**src/rtl/serial_link_controller.sv**
```systemverilog
// serial_link_controller
// Host-side controller for the system memory serial port. It accepts host
// words over a valid/ready handshake and shifts them MSB first into the
// memory (LOAD_MODE / MEM_SERIAL_IN). On a dump it clocks the memory
// (OUTPUT_MODE) and reassembles MEM_SERIAL_OUT into host words. Every
// operation moves exactly DATA_SIZE bits, so the memory's circular readout
// puts the grid back where it started.

module serial_link_controller #(
   parameter int DATA_SIZE = 64,
   parameter int WORD_W    = 8
) (
   input  logic              CLK,
   input  logic              RESET,
   input  logic              START_LOAD,
   input  logic              START_DUMP,
   input  logic [WORD_W-1:0] IN_DATA,
   input  logic              IN_VALID,
   output logic              IN_READY,
   output logic [WORD_W-1:0] OUT_DATA,
   output logic              OUT_VALID,
   input  logic              OUT_READY,
   output logic              LOAD_MODE,
   output logic              OUTPUT_MODE,
   output logic              MEM_SERIAL_IN,
   input  logic              MEM_SERIAL_OUT,
   output logic              BUSY,
   output logic              DONE
);

   localparam int NUM_WORDS = DATA_SIZE / WORD_W;
   localparam int WCNT_W    = $clog2(NUM_WORDS + 1);
   localparam int BCNT_W    = $clog2(WORD_W + 1);

   localparam logic [WCNT_W-1:0] WORD_COUNT_DONE = WCNT_W'(NUM_WORDS);
   localparam logic [BCNT_W-1:0] LAST_BIT        = BCNT_W'(WORD_W - 1);

   typedef enum logic [2:0] {
      ST_IDLE,
      ST_LOAD_WAIT,
      ST_LOAD_SHIFT,
      ST_DUMP_SHIFT,
      ST_DUMP_DRAIN,
      ST_DUMP_PRESENT
   } state_t;

   state_t            state_q,    state_d;
   logic [BCNT_W-1:0] bit_cnt_q,  bit_cnt_d;
   logic [WCNT_W-1:0] word_cnt_q, word_cnt_d;
   logic [WORD_W-1:0] tx_q,       tx_d;
   logic [WORD_W-1:0] rx_q,       rx_d;
   logic              capture_q,  capture_d;
   logic              done_q,     done_d;

   logic [WCNT_W-1:0] word_cnt_inc;
   logic              last_bit;
   logic              last_word;

   assign word_cnt_inc = word_cnt_q + WCNT_W'(1);
   assign last_bit     = (bit_cnt_q == LAST_BIT);
   assign last_word    = (word_cnt_inc == WORD_COUNT_DONE);

   // State register and datapath flops; reset aborts any operation at once.
   always_ff @(posedge CLK or posedge RESET) begin
      if (RESET) begin
         state_q    <= ST_IDLE;
         bit_cnt_q  <= '0;
         word_cnt_q <= '0;
         tx_q       <= '0;
         rx_q       <= '0;
         capture_q  <= 1'b0;
         done_q     <= 1'b0;
      end else begin
         state_q    <= state_d;
         bit_cnt_q  <= bit_cnt_d;
         word_cnt_q <= word_cnt_d;
         tx_q       <= tx_d;
         rx_q       <= rx_d;
         capture_q  <= capture_d;
         done_q     <= done_d;
      end
   end

   // Next-state and datapath updates. The memory registers SERIAL_OUT one
   // cycle after each OUTPUT_MODE cycle, so the rx register samples whenever
   // OUTPUT_MODE was high in the previous cycle, including the drain cycle.
   always_comb begin
      state_d    = state_q;
      bit_cnt_d  = bit_cnt_q;
      word_cnt_d = word_cnt_q;
      tx_d       = tx_q;
      rx_d       = rx_q;
      done_d     = 1'b0;
      capture_d  = (state_q == ST_DUMP_SHIFT);

      if (capture_q) begin
         rx_d = (rx_q << 1) | WORD_W'(MEM_SERIAL_OUT);
      end

      unique case (state_q)
         ST_IDLE: begin
            bit_cnt_d  = '0;
            word_cnt_d = '0;
            if (START_LOAD) begin
               state_d = ST_LOAD_WAIT;
            end else if (START_DUMP) begin
               state_d = ST_DUMP_SHIFT;
            end
         end

         ST_LOAD_WAIT: begin
            if (IN_VALID) begin
               tx_d      = IN_DATA;
               bit_cnt_d = '0;
               state_d   = ST_LOAD_SHIFT;
            end
         end

         ST_LOAD_SHIFT: begin
            tx_d = tx_q << 1;
            if (last_bit) begin
               bit_cnt_d = '0;
               if (last_word) begin
                  word_cnt_d = '0;
                  done_d     = 1'b1;
                  state_d    = ST_IDLE;
               end else begin
                  word_cnt_d = word_cnt_inc;
                  state_d    = ST_LOAD_WAIT;
               end
            end else begin
               bit_cnt_d = bit_cnt_q + BCNT_W'(1);
            end
         end

         ST_DUMP_SHIFT: begin
            if (last_bit) begin
               bit_cnt_d = '0;
               state_d   = ST_DUMP_DRAIN;
            end else begin
               bit_cnt_d = bit_cnt_q + BCNT_W'(1);
            end
         end

         ST_DUMP_DRAIN: begin
            state_d = ST_DUMP_PRESENT;
         end

         ST_DUMP_PRESENT: begin
            if (OUT_READY) begin
               if (last_word) begin
                  word_cnt_d = '0;
                  done_d     = 1'b1;
                  state_d    = ST_IDLE;
               end else begin
                  word_cnt_d = word_cnt_inc;
                  state_d    = ST_DUMP_SHIFT;
               end
            end
         end

         default: begin
            state_d = ST_IDLE;
         end
      endcase
   end

   // Mode and handshake outputs decoded straight from the state register so
   // LOAD_MODE and OUTPUT_MODE can never overlap.
   always_comb begin
      IN_READY      = (state_q == ST_LOAD_WAIT);
      LOAD_MODE     = (state_q == ST_LOAD_SHIFT);
      OUTPUT_MODE   = (state_q == ST_DUMP_SHIFT);
      OUT_VALID     = (state_q == ST_DUMP_PRESENT);
      BUSY          = (state_q != ST_IDLE);
      MEM_SERIAL_IN = (state_q == ST_LOAD_SHIFT) && tx_q[WORD_W-1];
   end

   assign OUT_DATA = rx_q;
   assign DONE     = done_q;

endmodule
```
**config.mk**
```make
export PLATFORM = sky130hd
export DESIGN_NAME = serial_link_controller
export DESIGN_NICKNAME = d
export VERILOG_FILES = /design/src/rtl/serial_link_controller.sv
export SDC_FILE = /design/constraint.sdc
export NUM_CORES = 1
export LEC_CHECK = 0
export ABC_AREA = 1
export BUFFER_PORTS_ARGS = -buffer_cell sky130_fd_sc_hd__buf_2
export CORE_MARGIN = 4
export CORE_UTILIZATION = 45
export DETAILED_ROUTE_END_ITERATION = 16
export PLACE_DENSITY = 0.71
export SETUP_SLACK_MARGIN = 0.15
export SYNTH_ARGS = -nofsm -noshare
export SYNTH_HDL_FRONTEND = slang
export SYNTH_SLANG_ARGS = --single-unit
```
**constraint.sdc**
```tcl
create_clock -name CLK -period 1.4 [get_ports CLK]
set_clock_uncertainty 0.15 [all_clocks]
set_input_delay 0.07 -clock CLK [delete_from_list [all_inputs] [get_ports CLK]]
set_output_delay 0.07 -clock CLK [all_outputs]
set_load 0.05 [all_outputs]
```
# == Word-level counts from Yosys, hierarchy flattened ==
# Index checks and enable logic that the tools add are counted.
# word_totals
regBits,29
latch_bits,0
ramBits,0
mem_bits_ro,0
output_inout_bits,15
elab_cells,55
mem_count,0
# op_classes
n_addsub,2
multipliers,0
div,0
magnitude_cmp,0
eq_ne,12
shifts,0
mux,22
bitwise_logic,1
n_reduce_logical,11
# ops
cell,n
$pmux W4 S3,2
$mux W4,5
$mux W3,6
$pmux W3 S6,1
$pmux W8 S2,1
$reduce_bool A3 Y1,3
$add A4 B1 Y4 const B,2
$mux W8,1
$or A8 B1 Y8,1
$eq A3 B2 Y1 const B,2
$eq A3 B3 Y1 const B,2
$ne A2 B1 Y1 const B,3
$reduce_and A5 Y1,1
$eq A4 B3 Y1 const B,1
$eq A4 B4 Y1 const B,1
$mux W1,4
$reduce_and A2 Y1,2
$eq A3 B1 Y1 const B,1
$logic_not A3 Y1,1
$ne A3 B3 Y1 const B,1
$reduce_and A3 Y1,1
$mux W2,1
$ne A2 B2 Y1 const B,1
$pmux W1 S2,1
other kinds (3),3

# == Depth between registers and ports, before layout ==
# logic_depth
ltp_word,5
depth_mapped,9

# == Worst setup path before layout ==
# Ideal clock, no wire load.
# synth_path
path_kind,reg2reg
startpoint,register state_q[2]
endpoint,register word_cnt_q[2]
setup_time_ns,0.076
t_arrival_ns,1.744
path_slack_ns,-0.571
stages_incl_launch_ff,8
path_buffers,0
path_cell_list,dfrtp_1 > inv_1 > nand2_1 > nor2_1 > nand2_1 > nand3_2 > nand2_1 > o21ai_1
# synth_between
elab_chain_len,3
# synth_rtl
element,line_no,text
"start, declared",47,"state_t state_q, state_d;"
"start signal, assigned",74,state_q <= state_d;
$eq A3 B2 Y1 *,--,
net LOAD_MODE,23,"output logic LOAD_MODE,"
$ne A2 B1 Y1 (no line) / $reduce_bool A3 Y1 (equally long branches),--,
$reduce_and A3 Y1 (no line),--,
"end signal, assigned",76,word_cnt_q <= word_cnt_d;
"end, declared",49,"logic [WCNT_W-1:0] word_cnt_q, word_cnt_d;"
# Mark *: on every way through the listed nets, which the timed path passes. The rest lies on a longest branch.
# A chain may end at the register's enable or synchronous reset.

# == Worst setup path after layout ==
# layout_path
startpoint,register state_q[2]
endpoint,output port OUTPUT_MODE
# layout_between
elab_chain_len,1
# layout_rtl
element,line_no,text
$eq A3 B2 Y1,173,OUTPUT_MODE = (state_q == ST_DUMP_SHIFT);
"end, declared",24,"output logic OUTPUT_MODE,"
# No other way between the ends.

==> impl_summary.md <==
Outcome
The flow ran to the end, but the final reports show violations. The final reports fail on negative setup slack.

Hold path
The startpoint identified for the worst hold timing path is START_DUMP. The terminating pin of the worst hold path is state_q[0]$_DFFE_PP0P_. The path class of the tightest hold or removal check is input pin to flop. Counting instances, the worst hold path has a depth of 6.

CTS
TritonCTS built the clock tree. The clock sink count is 29. The root buffer selected by CTS is sky130_fd_sc_hd__clkbuf_4. Counting along the longest clock path gives a buffer depth of 2.

The clock reaches the later pin of the worst-skew pair after 0.34 ns. The number of levels in the clock H-tree is 2. Clock-pin slew was measured on the worst setup and hold paths at 0.09 ns. The CTS buffer count is 5.

Worst setup path
Data on the critical path arrives at its endpoint at ~1.4 ns. The start of the worst register-to-register path is state_q[2]$_DFFE_PP0P_. The critical register-to-register path endpoint is tx_q[3]$_DFFE_PP0P_. Along the worst path, the maximum fanout reaches 5. The number of cell instances on the worst register-to-register path is 7. The critical path capture point type is a primary output. The first element of the critical path is state_q[2]$_DFFE_PP0P_. Setup slack on the worst reg-to-reg path comes out at -0.20 ns. The sort of element at the start of the critical path is a flop. STA puts the critical path data required time at ~1.2 ns. The worst setup path is of the flop to primary output kind.

STA
The final critical-path required period is 1.61 ns. In this run the tightest slew margin relative to its limit is between 70% and 80%. In the finished design, the share of the clock period the worst path needs comes to 115%.

At the pin with the least slew margin, the transition time is 0.424 ns. Setup violations remaining at the end of the flow were counted as 26. The number of hold violations in the final report is 0. The max-slew violation total from the final report was 0. The peak clock frequency supported by timing is between 600 and 700 MHz.

Setup repair after global routing could not meet its margin everywhere. Setup slack on the critical path of the routed design comes to -0.214 ns.

Synth
The synthesized design spends more area on one cell type than any other, namely sky130_fd_sc_hd__dfrtp_1. Synthesis handed over a netlist of ~170 instances. The most used flip-flop cell after synthesis is sky130_fd_sc_hd__dfrtp_1. The adder and majority gate portion of the synthesized area is 1.78%.

Summing the areas of all and, or, nand and nor instances in the mapped netlist gives 30.4% of the synthesized area. The number of storage elements in the synthesis netlist is 29. Counting instances in the post-synthesis netlist gives the leading cell types as sky130_fd_sc_hd__nand2_1, sky130_fd_sc_hd__dfrtp_1, sky130_fd_sc_hd__nor2_1. By instance count, the leading cell after synthesis is sky130_fd_sc_hd__nand2_1. The share of the Yosys chip area taken by registers is 51.6%. Synthesis produced a netlist with a net count of 184. Summing the areas of all compound-gate instances in the mapped netlist gives slightly above 9% of the synthesized area. The post-synthesis share of cell area spent on xor and xnor gates is 0.623%.

Yosys attributes the largest share of cell area to sky130_fd_sc_hd__dfrtp_1, sky130_fd_sc_hd__nand2_1, sky130_fd_sc_hd__nor2_1, sky130_fd_sc_hd__inv_1, sky130_fd_sc_hd__nand3_1. The area of the mapped netlist is 1410 um^2. Of the post-synthesis cell area, the dominant cell type holds between 50% and 60%. The total of warnings raised by yosys is 0. A synthesized cell averages ~8.4 um^2. The number of synthesized flops with an enable pin is 0.

The main combinational cell family by area after synthesis is simple AND/OR/NAND/NOR gates. In the synthesized netlist the async set-or-reset flop fraction comes to 100%. After synthesis, the share of cell area in mux cells is 0%. The synthesized netlist contains 22 unique library cells.

Detailed routing
The residual DRC count is 0. In the detailed route, the total length drawn on met3 is 248 um. Detailed routing placed a total of 2500 um of wire on met2.

The total via count in the routed design is roughly 1.5k. The antenna violation net count after detailed routing is 0. The number of iterations in the first detailed-routing pass is 4. The highest metal layer used by the detailed router is met4.

For this block, the routed nets add up to 4540 um of wire. The number of DRC markers in iteration 0 is 108. The ratio of routed vias to standard cells is 5.24. The average wire length per cell after detail routing is 15.7 um.

The detailed-routing wirelength on met1 is 1660 um.

Floorplanning
From left edge to right edge, the die measures 63.9 um. During I/O placement, the number of pins put on the boundary was 30. After floorplanning, the core was divided into 20 placement rows. In this run the vertical extent of the chip is 63.9 um.

The die covers between 4000 and 5000 um^2. The initial core utilization is 46.4%. The placeable core region is 3030 um^2.

Global routing
The overall global routing resource usage is 21.3%. The first global-routing pass estimated ~6600 um of wire. The initial antenna violation count is 0. The final global-route overflow total is 0. The via count of the first global-routing pass was 1500. The pin count of the biggest net entering global routing is 22.

Finish
At the end of the flow, the number of nets in the layout was 261. The number of diodes is 0. With fillers left out, the area of the finished cells amounts to approximately 2300 um^2. The fraction of layout cells with a size suffix above 1 is 44.5%.

The utilization after layout is 76.4%. The area growth from synthesis to layout is 64.6%.

Place
The final RePlAce weighted congestion is 0.805. The worst-case setup slack after placement is -0.105 ns. Input and output buffers added on the ports amount to 29.

Detailed placement ended at an HPWL of 2600 um. Once placement finished, the instance area stood at between 1500 and 2000 um^2.

Power and ir drop
The fraction of power consumed by combinational cells is 64.7%. The static leakage is 1.14 nW. The worst ir drop on vdd is 0.00153 V. Of the total power, registers draw 25.6%.

Summed over all nets, the switching power comes to 2.99 mW. Of the total power, the clock network draws 9.7%. The switching power as a share of total power is 48.7%. Total power for the finished layout comes to 6.14 mW. The power per standard cell area is 2660 nW/um^2. Cell internal power was estimated by the tool at between 3 and 4 mW.

Flow run
The reported max-cap violation count is 0.
==> repair_timing <==
| action | 4_1_cts | 5_1_grt |
|---|---|---|
| setup buffers | 9 | 7 |
| resized for setup | 35 | 24 |
| gates cloned | 1 | 1 |
| hold buffers | 12 | 0 |
| endpoints found under the hold margin | 39 | 0 |
| pin swaps | 9 | 15 |
| endpoints found under the setup margin | 26 | 29 |
==> stage by stage <==
step	TNS [ns]	std cells	hold WS (ns)
after floorplan	-4.22	167	-0.00196
after global placement	-0.159	251	-0.0880
after detailed placement	-0.951	251	-0.0669
after CTS	-2.06	281	0.00657
after global routing	-3.94	289	0.0904
final	-3.05	289	0.0358
==> power by group through the flow <==
| stage | sequential, mW | clock (mW) | combinational [mW] |
|---|---|---|---|
| after CTS | 1.53 | 0.608 | 3.46 |
| after global routing | 1.61 | 0.655 | 4.22 |
| after floorplan | 1.88 | 0 | 1.64 |
| after global placement | 1.50 | 0 | 2.63 |
| after detailed placement | 1.53 | 0 | 2.70 |
| final | 1.58 | 0.594 | 3.97 |
==> cell families after synthesis <==
family                     count (synthesis)
AOI/OAI and AO/OA                         23
xor gates and xnor gates                   1
and+or+nand+nor                           90
buffers and inverters                     22
adders and majority gates                  2
DFF                                       29
==> worst max-delay path by stage <==
stage	endpoint	slack, ns	cells after the start
global placement	word_cnt_q[3]$_DFFE_PP0P_	-0.04	7
CTS	IN_READY	-0.17	3
global route	OUTPUT_MODE	-0.23	4
detailed placement	word_cnt_q[2]$_DFFE_PP0P_	-0.11	7
finish	OUTPUT_MODE	-0.21	4
floorplan	tx_q[1]$_DFFE_PP0P_	-0.29	5
==> flip-flops by register name (all words and copies together) (netlist names) <==
| signal | cells |
|---|---|
| tx_q | 8 |
| word_cnt_q | 4 |
| capture_q | 1 |
| DONE | 1 |
| state_q | 3 |
| bit_cnt_q | 4 |
| OUT_DATA | 8 |
==> cells in the final DEF, fill, tap and decap left out, drive strengths merged, types with 2 or more instances in the layout <==
master	netlist	final
nand2	37	38
dfrtp	29	29
o21ai	9	9
inv	20	20
o22ai	8	8
nor2	29	29
nand4	8	8
clkbuf	1	10
nand3	13	13
buf	1	55
ha	2	2
dlygate4sd3	0	12
a21oi	6	6
==> routing by layer <==
layer  up-vias  global-route usage (%)
met5         -                       0
met4         0                    12.4
met3        14                    5.45
met2        67                    39.6
met1       721                    20.8
li1        711                       -
==> critical path, stage by stage (launching register included) <==
cell	delay, ns
sky130_fd_sc_hd__dfrtp_2	0.48
sky130_fd_sc_hd__inv_2	0.14
sky130_fd_sc_hd__nand2_2	0.12
sky130_fd_sc_hd__nor2_4	0.15
sky130_fd_sc_hd__buf_6	0.17
==> layout make-up <==
cell class	instances	area [um^2]
repair buffers	71	612
multi-input cells	117	766
inverters	20	80.1
clock buffers	7	65.1
flip-flops and latches	29	729
well taps	44	55.1
fillers	187	716
clock inverters	1	5.00
Note: power is estimated with default switching activity, not from simulation.
